--- config.mk ---
export PLATFORM = sky130hd
export DESIGN_NAME = audio_out_mixer
export DESIGN_NICKNAME = d
export VERILOG_FILES = /design/src/rtl/audio_out_mixer_pkg.sv /design/src/rtl/audio_out_mixer_fifo.sv /design/src/rtl/audio_out_mixer.sv
export SDC_FILE = /design/constraint.sdc
export NUM_CORES = 1
export LEC_CHECK = 0
export CAP_MARGIN = 5
export CORE_ASPECT_RATIO = 1.4
export CORE_MARGIN = 8
export CORE_UTILIZATION = 40
export DETAILED_ROUTE_END_ITERATION = 8
export PLACE_DENSITY_LB_ADDON = 0.1
export RECOVER_POWER = 100
export SLEW_MARGIN = 20
export SYNTH_ARGS = -nofsm -noshare
export SYNTH_HDL_FRONTEND = slang
export SYNTH_SLANG_ARGS = --single-unit
--- constraint.sdc ---
create_clock -name clock -period 4.3 [get_ports clock]
set_input_delay 0.86 -clock clock [delete_from_list [all_inputs] [get_ports clock]]
set_output_delay 0.86 -clock clock [all_outputs]
set_load 0.005 [all_outputs]
--- src/rtl/audio_out_mixer_pkg.sv ---
// Shared definitions for the voice mixer and the synth side: mixer FSM states,
// width helpers and the sample-rate divider default.
package audio_out_mixer_pkg;

    // 50 MHz / 48 kHz, rounded to the nearest whole clock count
    localparam int DEFAULT_SAMPLE_DIV = 1042;

    typedef enum logic [1:0] {
        MIX_IDLE,
        MIX_ACCUM,
        MIX_SCALE,
        MIX_PUSH
    } mix_state_t;

    function automatic int clog2(input int value);
        int result;
        result = 0;
        while ((1 << result) < value) result++;
        return result;
    endfunction

    // Unsigned voice sample re-centred around zero
    function automatic int centre_offset(input int sample, input int sample_w);
        return sample - (1 << (sample_w - 1));
    endfunction

    // Accumulator width: one centred sample plus headroom for every voice
    function automatic int acc_width(input int sample_w, input int num_voices);
        return sample_w + 1 + clog2(num_voices);
    endfunction

endpackage

--- src/rtl/audio_out_mixer_fifo.sv ---
// Synchronous FIFO holding mixed sample words; a push into a full FIFO is
// accepted when a pop happens in the same cycle.
module sample_fifo
    import audio_out_mixer_pkg::*;
#(
    parameter int WIDTH = 32,
    parameter int DEPTH = 8
) (
    input  logic                    clock,
    input  logic                    reset,
    input  logic                    push,
    input  logic                    pop,
    input  logic [WIDTH-1:0]        wdata,
    output logic [WIDTH-1:0]        rdata,
    output logic                    full,
    output logic                    empty,
    output logic [clog2(DEPTH):0]   level
);
    localparam int PTR_W = (DEPTH > 1) ? clog2(DEPTH) : 1;
    localparam int LVL_W = clog2(DEPTH) + 1;

    logic [WIDTH-1:0] mem [DEPTH];
    logic [PTR_W-1:0] wr_ptr;
    logic [PTR_W-1:0] rd_ptr;
    logic             do_wr;
    logic             do_rd;

    assign full  = (level == LVL_W'(DEPTH));
    assign empty = (level == '0);
    assign do_rd = pop && !empty;
    assign do_wr = push && (!full || do_rd);
    assign rdata = mem[rd_ptr];

    always_ff @(posedge clock or negedge reset) begin
        if (!reset) begin
            wr_ptr <= '0;
            rd_ptr <= '0;
            level  <= '0;
        end else begin
            if (do_wr) wr_ptr <= wr_ptr + 1'b1;
            if (do_rd) rd_ptr <= rd_ptr + 1'b1;
            case ({do_wr, do_rd})
                2'b10:   level <= level + 1'b1;
                2'b01:   level <= level - 1'b1;
                default: level <= level;
            endcase
        end
    end

    always_ff @(posedge clock) begin
        if (do_wr) mem[wr_ptr] <= wdata;
    end

endmodule

--- src/rtl/audio_out_mixer.sv ---
// Mixes the enabled synth voices once per sample period, scales the sum to a
// codec word, queues it and streams it out through the controller handshake.
module audio_out_mixer
    import audio_out_mixer_pkg::*;
#(
    parameter int NUM_VOICES = 4,
    parameter int SAMPLE_W   = 7,
    parameter int OUT_W      = 32,
    parameter int FIFO_DEPTH = 8,
    parameter int SAMPLE_DIV = DEFAULT_SAMPLE_DIV
) (
    input  logic                           clock,
    input  logic                           reset,
    input  logic [NUM_VOICES*SAMPLE_W-1:0] voice_sample,
    input  logic [NUM_VOICES-1:0]          voice_en,
    input  logic [4:0]                     gain,
    input  logic                           mute_l,
    input  logic                           mute_r,
    input  logic                           clear_flags,
    input  logic                           audio_out_allowed,
    output logic                           write_audio_out,
    output logic [OUT_W-1:0]               left_channel_audio_out,
    output logic [OUT_W-1:0]               right_channel_audio_out,
    output logic [clog2(FIFO_DEPTH):0]     fifo_level,
    output logic                           overflow
);
    localparam int ACC_W     = acc_width(SAMPLE_W, NUM_VOICES);
    localparam int MAX_SHIFT = OUT_W - ACC_W;
    localparam int IDX_W     = (NUM_VOICES > 1) ? clog2(NUM_VOICES) : 1;
    localparam int DIV_W     = (SAMPLE_DIV > 1) ? clog2(SAMPLE_DIV) : 1;

    // The clamped shift keeps the worst-case sum inside OUT_W, so no saturation
    function automatic logic signed [OUT_W-1:0] scale_word(
        input logic signed [ACC_W-1:0] acc,
        input logic [4:0]              g
    );
        logic signed [OUT_W-1:0] ext;
        int                      sh;
        ext = OUT_W'(acc);
        sh  = (int'(g) > MAX_SHIFT) ? MAX_SHIFT : int'(g);
        return ext <<< sh;
    endfunction

    logic [DIV_W-1:0]               div_cnt;
    logic                           tick;
    mix_state_t                     state;
    logic [IDX_W-1:0]               idx;
    logic [NUM_VOICES*SAMPLE_W-1:0] voice_snap;
    logic [NUM_VOICES-1:0]          en_snap;
    logic signed [ACC_W-1:0]        voice_off;
    logic signed [ACC_W-1:0]        acc_p0;
    logic signed [OUT_W-1:0]        word_p1;
    logic                           fifo_push;
    logic                           fifo_pop;
    logic                           fifo_full;
    logic                           fifo_empty;
    logic [OUT_W-1:0]               fifo_rdata;

    assign tick = (div_cnt == DIV_W'(SAMPLE_DIV - 1));

    always_ff @(posedge clock or negedge reset) begin
        if (!reset)    div_cnt <= '0;
        else if (tick) div_cnt <= '0;
        else           div_cnt <= div_cnt + 1'b1;
    end

    always_ff @(posedge clock or negedge reset) begin
        if (!reset) begin
            state <= MIX_IDLE;
            idx   <= '0;
        end else begin
            case (state)
                MIX_IDLE: begin
                    if (tick) begin
                        state <= MIX_ACCUM;
                        idx   <= '0;
                    end
                end
                MIX_ACCUM: begin
                    if (idx == IDX_W'(NUM_VOICES - 1)) state <= MIX_SCALE;
                    else                               idx   <= idx + 1'b1;
                end
                MIX_SCALE: state <= MIX_PUSH;
                MIX_PUSH:  state <= MIX_IDLE;
                default:   state <= MIX_IDLE;
            endcase
        end
    end

    assign voice_off = ACC_W'(centre_offset(int'(voice_snap[idx*SAMPLE_W +: SAMPLE_W]), SAMPLE_W));

    // Stage p0: snapshot and accumulate one voice per cycle
    // Stage p1: scaled word held for the PUSH cycle
    always_ff @(posedge clock) begin
        case (state)
            MIX_IDLE: begin
                if (tick) begin
                    voice_snap <= voice_sample;
                    en_snap    <= voice_en;
                    acc_p0     <= '0;
                end
            end
            MIX_ACCUM: if (en_snap[idx]) acc_p0 <= acc_p0 + voice_off;
            MIX_SCALE: word_p1 <= scale_word(acc_p0, gain);
            default: ;
        endcase
    end

    assign fifo_push = (state == MIX_PUSH);
    // The strobe itself blocks the next pop, limiting drain to one word per two cycles
    assign fifo_pop  = !fifo_empty && audio_out_allowed && !write_audio_out;

    sample_fifo #(
        .WIDTH (OUT_W),
        .DEPTH (FIFO_DEPTH)
    ) u_fifo (
        .clock (clock),
        .reset (reset),
        .push  (fifo_push),
        .pop   (fifo_pop),
        .wdata (word_p1),
        .rdata (fifo_rdata),
        .full  (fifo_full),
        .empty (fifo_empty),
        .level (fifo_level)
    );

    always_ff @(posedge clock or negedge reset) begin
        if (!reset) begin
            write_audio_out         <= 1'b0;
            left_channel_audio_out  <= '0;
            right_channel_audio_out <= '0;
            overflow                <= 1'b0;
        end else begin
            write_audio_out <= fifo_pop;
            if (fifo_pop) begin
                left_channel_audio_out  <= mute_l ? '0 : fifo_rdata;
                right_channel_audio_out <= mute_r ? '0 : fifo_rdata;
            end
            if (fifo_push && fifo_full && !fifo_pop) overflow <= 1'b1;
            else if (clear_flags)                    overflow <= 1'b0;
        end
    end

endmodule

==> impl_metrics.yaml, run 1 <==
status:
  failed_checks: "max-capacitance violations, max-slew violations"
  outcome: "finished with violations"
clocking:
  tritoncts.num_buffers: 43
  clock_path_buffers: 3
  post_cts_resized: 0
  path_clk_slew_ns: 0.06
  clock_tree.htree_level_count: 2
  root_buffer: "clkbuf_16"
  skew_pair_late_insertion_delay_ns: 0.54
  cts.sinks: 421
  cts_hold_buf: 0
  cts_post_setup_buffers_inserted: 0
  cts_tree: "done"
floorplan:
  floorplan.die.height_um: 259
  floorplan.core_area_um2: 41900
  num_rows: 89
  initial_utilization: 0.403
  io_pins: 113
  chipWidth_um: 190
  fp.dieArea_um2: 49100
worst_setup_path:
  crit_path_launch_type: "input port"
  worstPathArrival_ns: 3.18
  crit_family: "buffers and inverters"
  cp.buffers_inverters: 2
  critPathSlowestCell: "clkbuf_2"
  end_kind: "flop"
  critical_path.max_stage_delay_ns: 0.69
  crit_chain: "dlygate4sd3_1 -> nor2b_1 -> or3b_1 -> and2_0 -> nand2_1 -> nor2_2 -> clkbuf_2"
  crit_path_max_fanout: 32
  worst-setup-path-type: "input port to flop"
  critPathRequiredTime_ns: 4.32
finish:
  mostFrequentLayoutCells: "edfxtp_1, dlygate4sd3_1, nand2_1, dfrtp_1, o21ai_0"
  finish.net_count: 1185
  syn_to_final_growth_pct: 18.8
  layout.cell_area.non_filler_um2: 20000
  antenna_cells: 0
  drive_gt1_frac: 0.152
  mostFrequentLayoutCell: "edfxtp_1"
sta:
  clock.fmax_mhz: 316
  setup_viol: 0
  timing_worst_slew_pin_value_ns: 1.71
  worst_skew_ns: 0.0123
  hold-worst-slack_ns: 0.400
  finalCriticalPeriod_ns: 3.16
  unrepaired_setup_endpoints_after_global_routing: "no"
  count_of_final_hold_check_violations: 0
  post_route_setup_tns_ns: 0
  maxSlewViolCount: 99
  slew_headroom: -0.137
  final.period_utilization: 0.735
global_route:
  grt_util_all_layers: 0.146
  initial_antenna_violation_count: 0
  grt_pass1_wl_mm: 55.4
  grt_max_degree: 69
  overall_overflow_remaining_after_global_route: 0
  first_global_vias: 9342
routing:
  drt_pre_antenna_iters: 4
  drc: 0
  drt-initial-drc-count: 495
  drt.antenna.violating_nets: 0
  dr_total_vias: 8862
  routed_wirelength_mm: 35.4
  detail_route.vias_per_cell: 5.21
  wl_per_cell_um: 20.8
place:
  dp_hpwl_mm: 22.1
  gp_congestion: 0.823
  placed_cell_area_um2: 18700
  portBuffers: 112
pwr:
  worst_ir_drop_vdd_v: 0.000286
  power.density_nw_per_um2: 410
  cellLeakagePower_nw: 7.14
yosys:
  synth.avg_cell_area_um2: 17.0
  yosysUniqueCellTypes: 60
  synthesis.yosys.warnings: 0
  post_synth_inst_count: 990
  synth_area_um2: 16900
  synth-async-reset-ratio: 0.216
  yosys_register_bits: 421
  seq_area_frac_synth: 0.722
  number_of_enable_type_register_cells_in_the_synthesized_netlist: 330
  syn-num-nets: 1054
  synth_ff_type: "edfxtp_1"
run:
  max_cap_viol_count: 3
min_path:
  hold_path.class: "input port to async pin"
[flip-flops by register name, summed over array words and instances, names as in the netlist, 4 cells and up]
register,count
en_snap,4
u_fifo.mem,256
word_p1,32
voice_snap,28
right_channel_audio_out,32
acc_p0,10
div_cnt,11
u_fifo.level,4
left_channel_audio_out,32
[routing by layer]
| layer | track usage | vias to the layer above | wire length, µm |
|---|---|---|---|
| met5 | 0 | - | 0 |
| met1 | 0.174 | 4537 | 14300 |
| met4 | 0.0470 | 0 | 803 |
| li1 | - | 4084 | - |
| met3 | 0.0269 | 57 | 1560 |
| met2 | 0.262 | 184 | 18700 |
[synthesized netlist by cell type, types with 2 or more instances]
cell,n,area [µm²]
edfxtp_1,330,9910
inv_2,2,7.51
dfrtp_1,91,2280
a211oi_1,6,45.0
a21boi_0,2,15.0
buf_1,2,7.51
mux4_2,72,1620
o22ai_1,5,31.3
nand4_1,2,12.5
nor2b_1,9,56.3
nor3_1,14,70.1
xor2_1,8,70.1
buf_2,13,65.1
nand2b_1,9,56.3
inv_1,12,45.0
nand3_1,12,60.1
xnor2_1,16,140
o21a_1,3,22.5
a22o_1,3,26.3
o21ai_1,5,25.0
and2_1,9,56.3
clkbuf_1,32,120
o2bb2ai_1,2,17.5
mux2_2,4,45.0
a21o_1,2,15.0
ha_1,20,250
a31oi_1,2,12.5
nor2_1,28,105
a21oi_1,23,115
mux2i_1,54,541
nand2_1,89,334
nor4_1,3,18.8
or2_2,3,18.8
o21ai_0,77,385
[path summary, 6_finish.rpt]
check / start / to / slack, ns / depth (start not counted)
max: audio_out_allowed / u_fifo.mem[7][31] / 1.14 / 7
min: reset / div_cnt[8] / 0.40 / 1
max reg2reg: u_fifo.level[0] / u_fifo.mem[7][31] / 1.27 / 6
min reg2reg: left_channel_audio_out[25] / left_channel_audio_out[25] / 0.47 / 2
max in group asynchronous: reset / right_channel_audio_out[14] / 1.79 / 2
min in group clock: left_channel_audio_out[25] / left_channel_audio_out[25] / 0.47 / 2
[cell families (layout without fill, tap and decap cells)]
kind of cell / Yosys count / after routing / synth area share
AOI/OAI and AO/OA: 143 / 143 / 0.0501
xor gates and xnor gates: 24 / 24 / 0.0125
muxes: 131 / 131 / 0.132
adders and majority gates: 21 / 21 / 0.0160
DFF: 421 / 421 / 0.722
and+or+nand+nor: 187 / 187 / 0.0513
buffers and inverters: 63 / 228 / 0.0156
[per-stage QoR]
| step | power, W | utilization | instances | setup WS [ns] |
|---|---|---|---|---|
| after floorplan | 0.00449 | - | 990 | 0.168 |
| after global placement | 0.00456 | 0.447 | 1622 | 0.965 |
| after detailed placement | 0.00456 | 0.447 | 1622 | 0.905 |
| after CTS | 0.00834 | 0.481 | 1701 | 1.19 |
| after global routing | 0.00848 | 0.479 | 1701 | 1.01 |
| final | 0.00821 | 0.479 | 1701 | 1.14 |
[power by group]
group	internal (W)	total (W)	switching, W
sequential	0.00435	0.00435	0.0000000000000000000100
clock	0.00221	0.00374	0.00153
combinational	0.0000506	0.000118	0.0000670
total	0.00661	0.00821	0.00160
[final cells by class]
cell class / instances / area (µm²)
inverters: 14 / 52.6
clock buffers: 53 / 1190
multi-input cells: 506 / 4410
flip-flops and latches: 421 / 12200
clock inverters: 26 / 248
fillers: 3704 / 21800
well taps: 546 / 683
repair buffers: 135 / 1270
Note: power is estimated with default switching activity, not from simulation.
==> run 2: changes to the inputs <==
clock period = 2.9 ns   (was 4.3 ns; I/O delays follow)
==> run 2 against run 1 <==
The flow now finishes without violations. Via count is 0.82% higher. Utilization rose by 0.27 points. Die area unchanged. Power increased by 45%. Sequential cell count unchanged. Clock-buffer cell count rose by 5. Critical path depth decreased by 1. Sequential share of layout area fell by 0.35 points. Global-route usage decreased by 0.080 points. First-iteration DRC count is 10% lower. Worst setup slack worse by 0.96 ns. Final area rose by 0.56%.
==> impl_metrics.yaml, run 2 (synthesized netlist as in run 1, its figures left out) <==
global_route:
  initial_antenna_violation_count: 0
  grt_util_all_layers: 0.145
  grt_max_degree: 70
  overall_overflow_remaining_after_global_route: 0
  grt_pass1_wl_mm: 55.5
  first_global_vias: 9583
routing:
  drt-initial-drc-count: 444
  routed_wirelength_mm: 35.1
  drt.antenna.violating_nets: 0
  highest_layer: "met4"
  drt_pre_antenna_iters: 4
  met2_length_mm: 18.0
  drc: 0
  detailroute.wirelength.met3_mm: 1.37
  dr_total_vias: 8935
  detail_route.vias_per_cell: 5.21
  wl_per_cell_um: 20.5
  routed_length_on_met1_mm: 15.0
finish:
  largest_reg_flops: 256
  mostFrequentLayoutCell: "edfxtp_1"
  number_of_fill_cells_in_the_layout: 3609
  max_flop_register: "u_fifo.mem"
  mostFrequentLayoutCells: "edfxtp_1, dlygate4sd3_1, nand2_1, dfrtp_1, o21ai_0"
  finish.net_count: 1201
  syn_to_final_growth_pct: 19.4
  drive_gt1_frac: 0.157
  sequential_cell_area_um2: 12200
  multi_input_comb_area_um2: 4420
  antenna_cells: 0
worst_setup_path:
  crit_path_launch_type: "flop"
  cp.buffers_inverters: 1
  worstPathArrival_ns: 2.87
  reg2reg_slack_ns: 0.18
  crit_family: "simple AND/OR/NAND/NOR gates"
  worst_r2r_startpoint: "u_fifo.level[0]"
  critical_path.max_stage_delay_ns: 0.43
  reg2reg_depth: 6
  crit_chain: "or3_1 -> or3b_1 -> and2_0 -> nand2_1 -> nor2_2 -> clkbuf_4"
  worst-setup-path-type: "flop to flop"
  r2r-end: "u_fifo.mem[7][12]"
  critPathSlowestCell: "dfrtp_1"
  critPathRequiredTime_ns: 3.05
  end_kind: "flop"
  crit_path_max_fanout: 32
run:
  max_cap_viol_count: 0
floorplan:
  floorplan.die.height_um: 259
  fp.dieArea_um2: 49100
  initial_utilization: 0.403
  floorplan.core_area_um2: 41900
  num_rows: 89
  chipWidth_um: 190
  io_pins: 113
clocking:
  clock_tree.htree_level_count: 2
  tritoncts.num_buffers: 42
  root_buffer: "clkbuf_16"
  cts_tree: "done"
  path_clk_slew_ns: 0.06
  cts.sinks: 421
  skew_pair_late_insertion_delay_ns: 0.54
  cts_post_setup_buffers_inserted: 0
  clock_path_buffers: 3
pwr:
  power.density_nw_per_um2: 592
  cellLeakagePower_nw: 7.19
  power_switching_share: 0.194
  pwr-share-clk: 0.444
  finalPower_w: 0.0119
  seqPwrFrac: 0.540
  net-switching-power_w: 0.00231
  p_comb_frac: 0.016
  worst_ir_drop_vdd_v: 0.000450
  power_report.internal_total_w: 0.00963
sta:
  final.period_utilization: 0.939
  clock.fmax_mhz: 367
  unrepaired_setup_endpoints_after_global_routing: "no"
  finalCriticalPeriod_ns: 2.72
  slew_headroom: 0.0275
  setup_viol: 0
  maxSlewViolCount: 0
  hold-worst-slack_ns: 0.472
  timing_worst_slew_pin_value_ns: 1.46
  worst_skew_ns: 0.0143
  count_of_final_hold_check_violations: 0
status:
  outcome: "finished clean"
min_path:
  hold_crit_start: "left_channel_audio_out[10]"
  min_to: "left_channel_audio_out[10]"
  min_delay_path_depth: 2
  hold_path.class: "flop to flop"
place:
  portBuffers: 112
  gp_congestion: 0.855
  dp_hpwl_mm: 21.8
## run 2: repair_timing
item	CTS	global route
endpoints found under the hold margin	22	0
resized for setup	0	1
setup endpoints to repair	0	1
hold buffers	1	0
## run 2: stage by stage
stage | TNS [ns] | cells | setup WS, ns | util | cell area [µm²]
final | 0 | 1715 | 0.176 | 0.481 | 20200
after global routing | 0 | 1715 | 0.0730 | 0.481 | 20200
after CTS | 0 | 1715 | 0.134 | 0.486 | 20300
after detailed placement | 0 | 1638 | 0.0840 | 0.453 | 19000
after global placement | 0 | 1638 | 0.129 | 0.453 | 19000
after floorplan | -92.08 | 990 | -0.843 | - | 16900
## run 2: worst max-delay path by stage
stage | start | to | cells past startpoint | slack (ns)
floorplan | audio_out_allowed | u_fifo.mem[4][0] | 4 | -0.84
global placement | gain[1] | word_p1[11] | 6 | 0.13
detailed placement | gain[4] | word_p1[9] | 7 | 0.08
CTS | idx[0] | acc_p0[9] | 10 | 0.13
global route | u_fifo.level[0] | u_fifo.mem[5][13] | 6 | 0.07
finish | u_fifo.level[0] | u_fifo.mem[7][12] | 6 | 0.18
## run 2: area by class of cell
cell class,instances,area share
sequential,421,0.605
tap,546,0.0339
clock inverter,18,0.00838
multi-input combinational,506,0.220
inverter,14,0.00261
clock buffer,58,0.0582
timing repair buffer,152,0.0725
## run 2: power groups by stage
stage	Combinational [W]	Sequential [W]	Clock, W
after floorplan	0.0000810	0.00658	0
after global routing	0.000207	0.00644	0.00571
after detailed placement	0.000201	0.00657	0
after CTS	0.000203	0.00645	0.00548
final	0.000186	0.00645	0.00530
after global placement	0.000201	0.00657	0
## run 2: tightest hold or removal path, delay by kind of cell (launching register included)
kind / cells / cell delay [ns]
DFF: 1 / 0.33
AOI/OAI and AO/OA: 1 / 0.06
and+or+nand+nor: 1 / 0.04
## run 2: metal layers
metal	global-route usage	up-vias
met3	0.0251	51
met2	0.256	186
met4	0.0435	0
li1	-	4125
met5	0	-
met1	0.179	4573
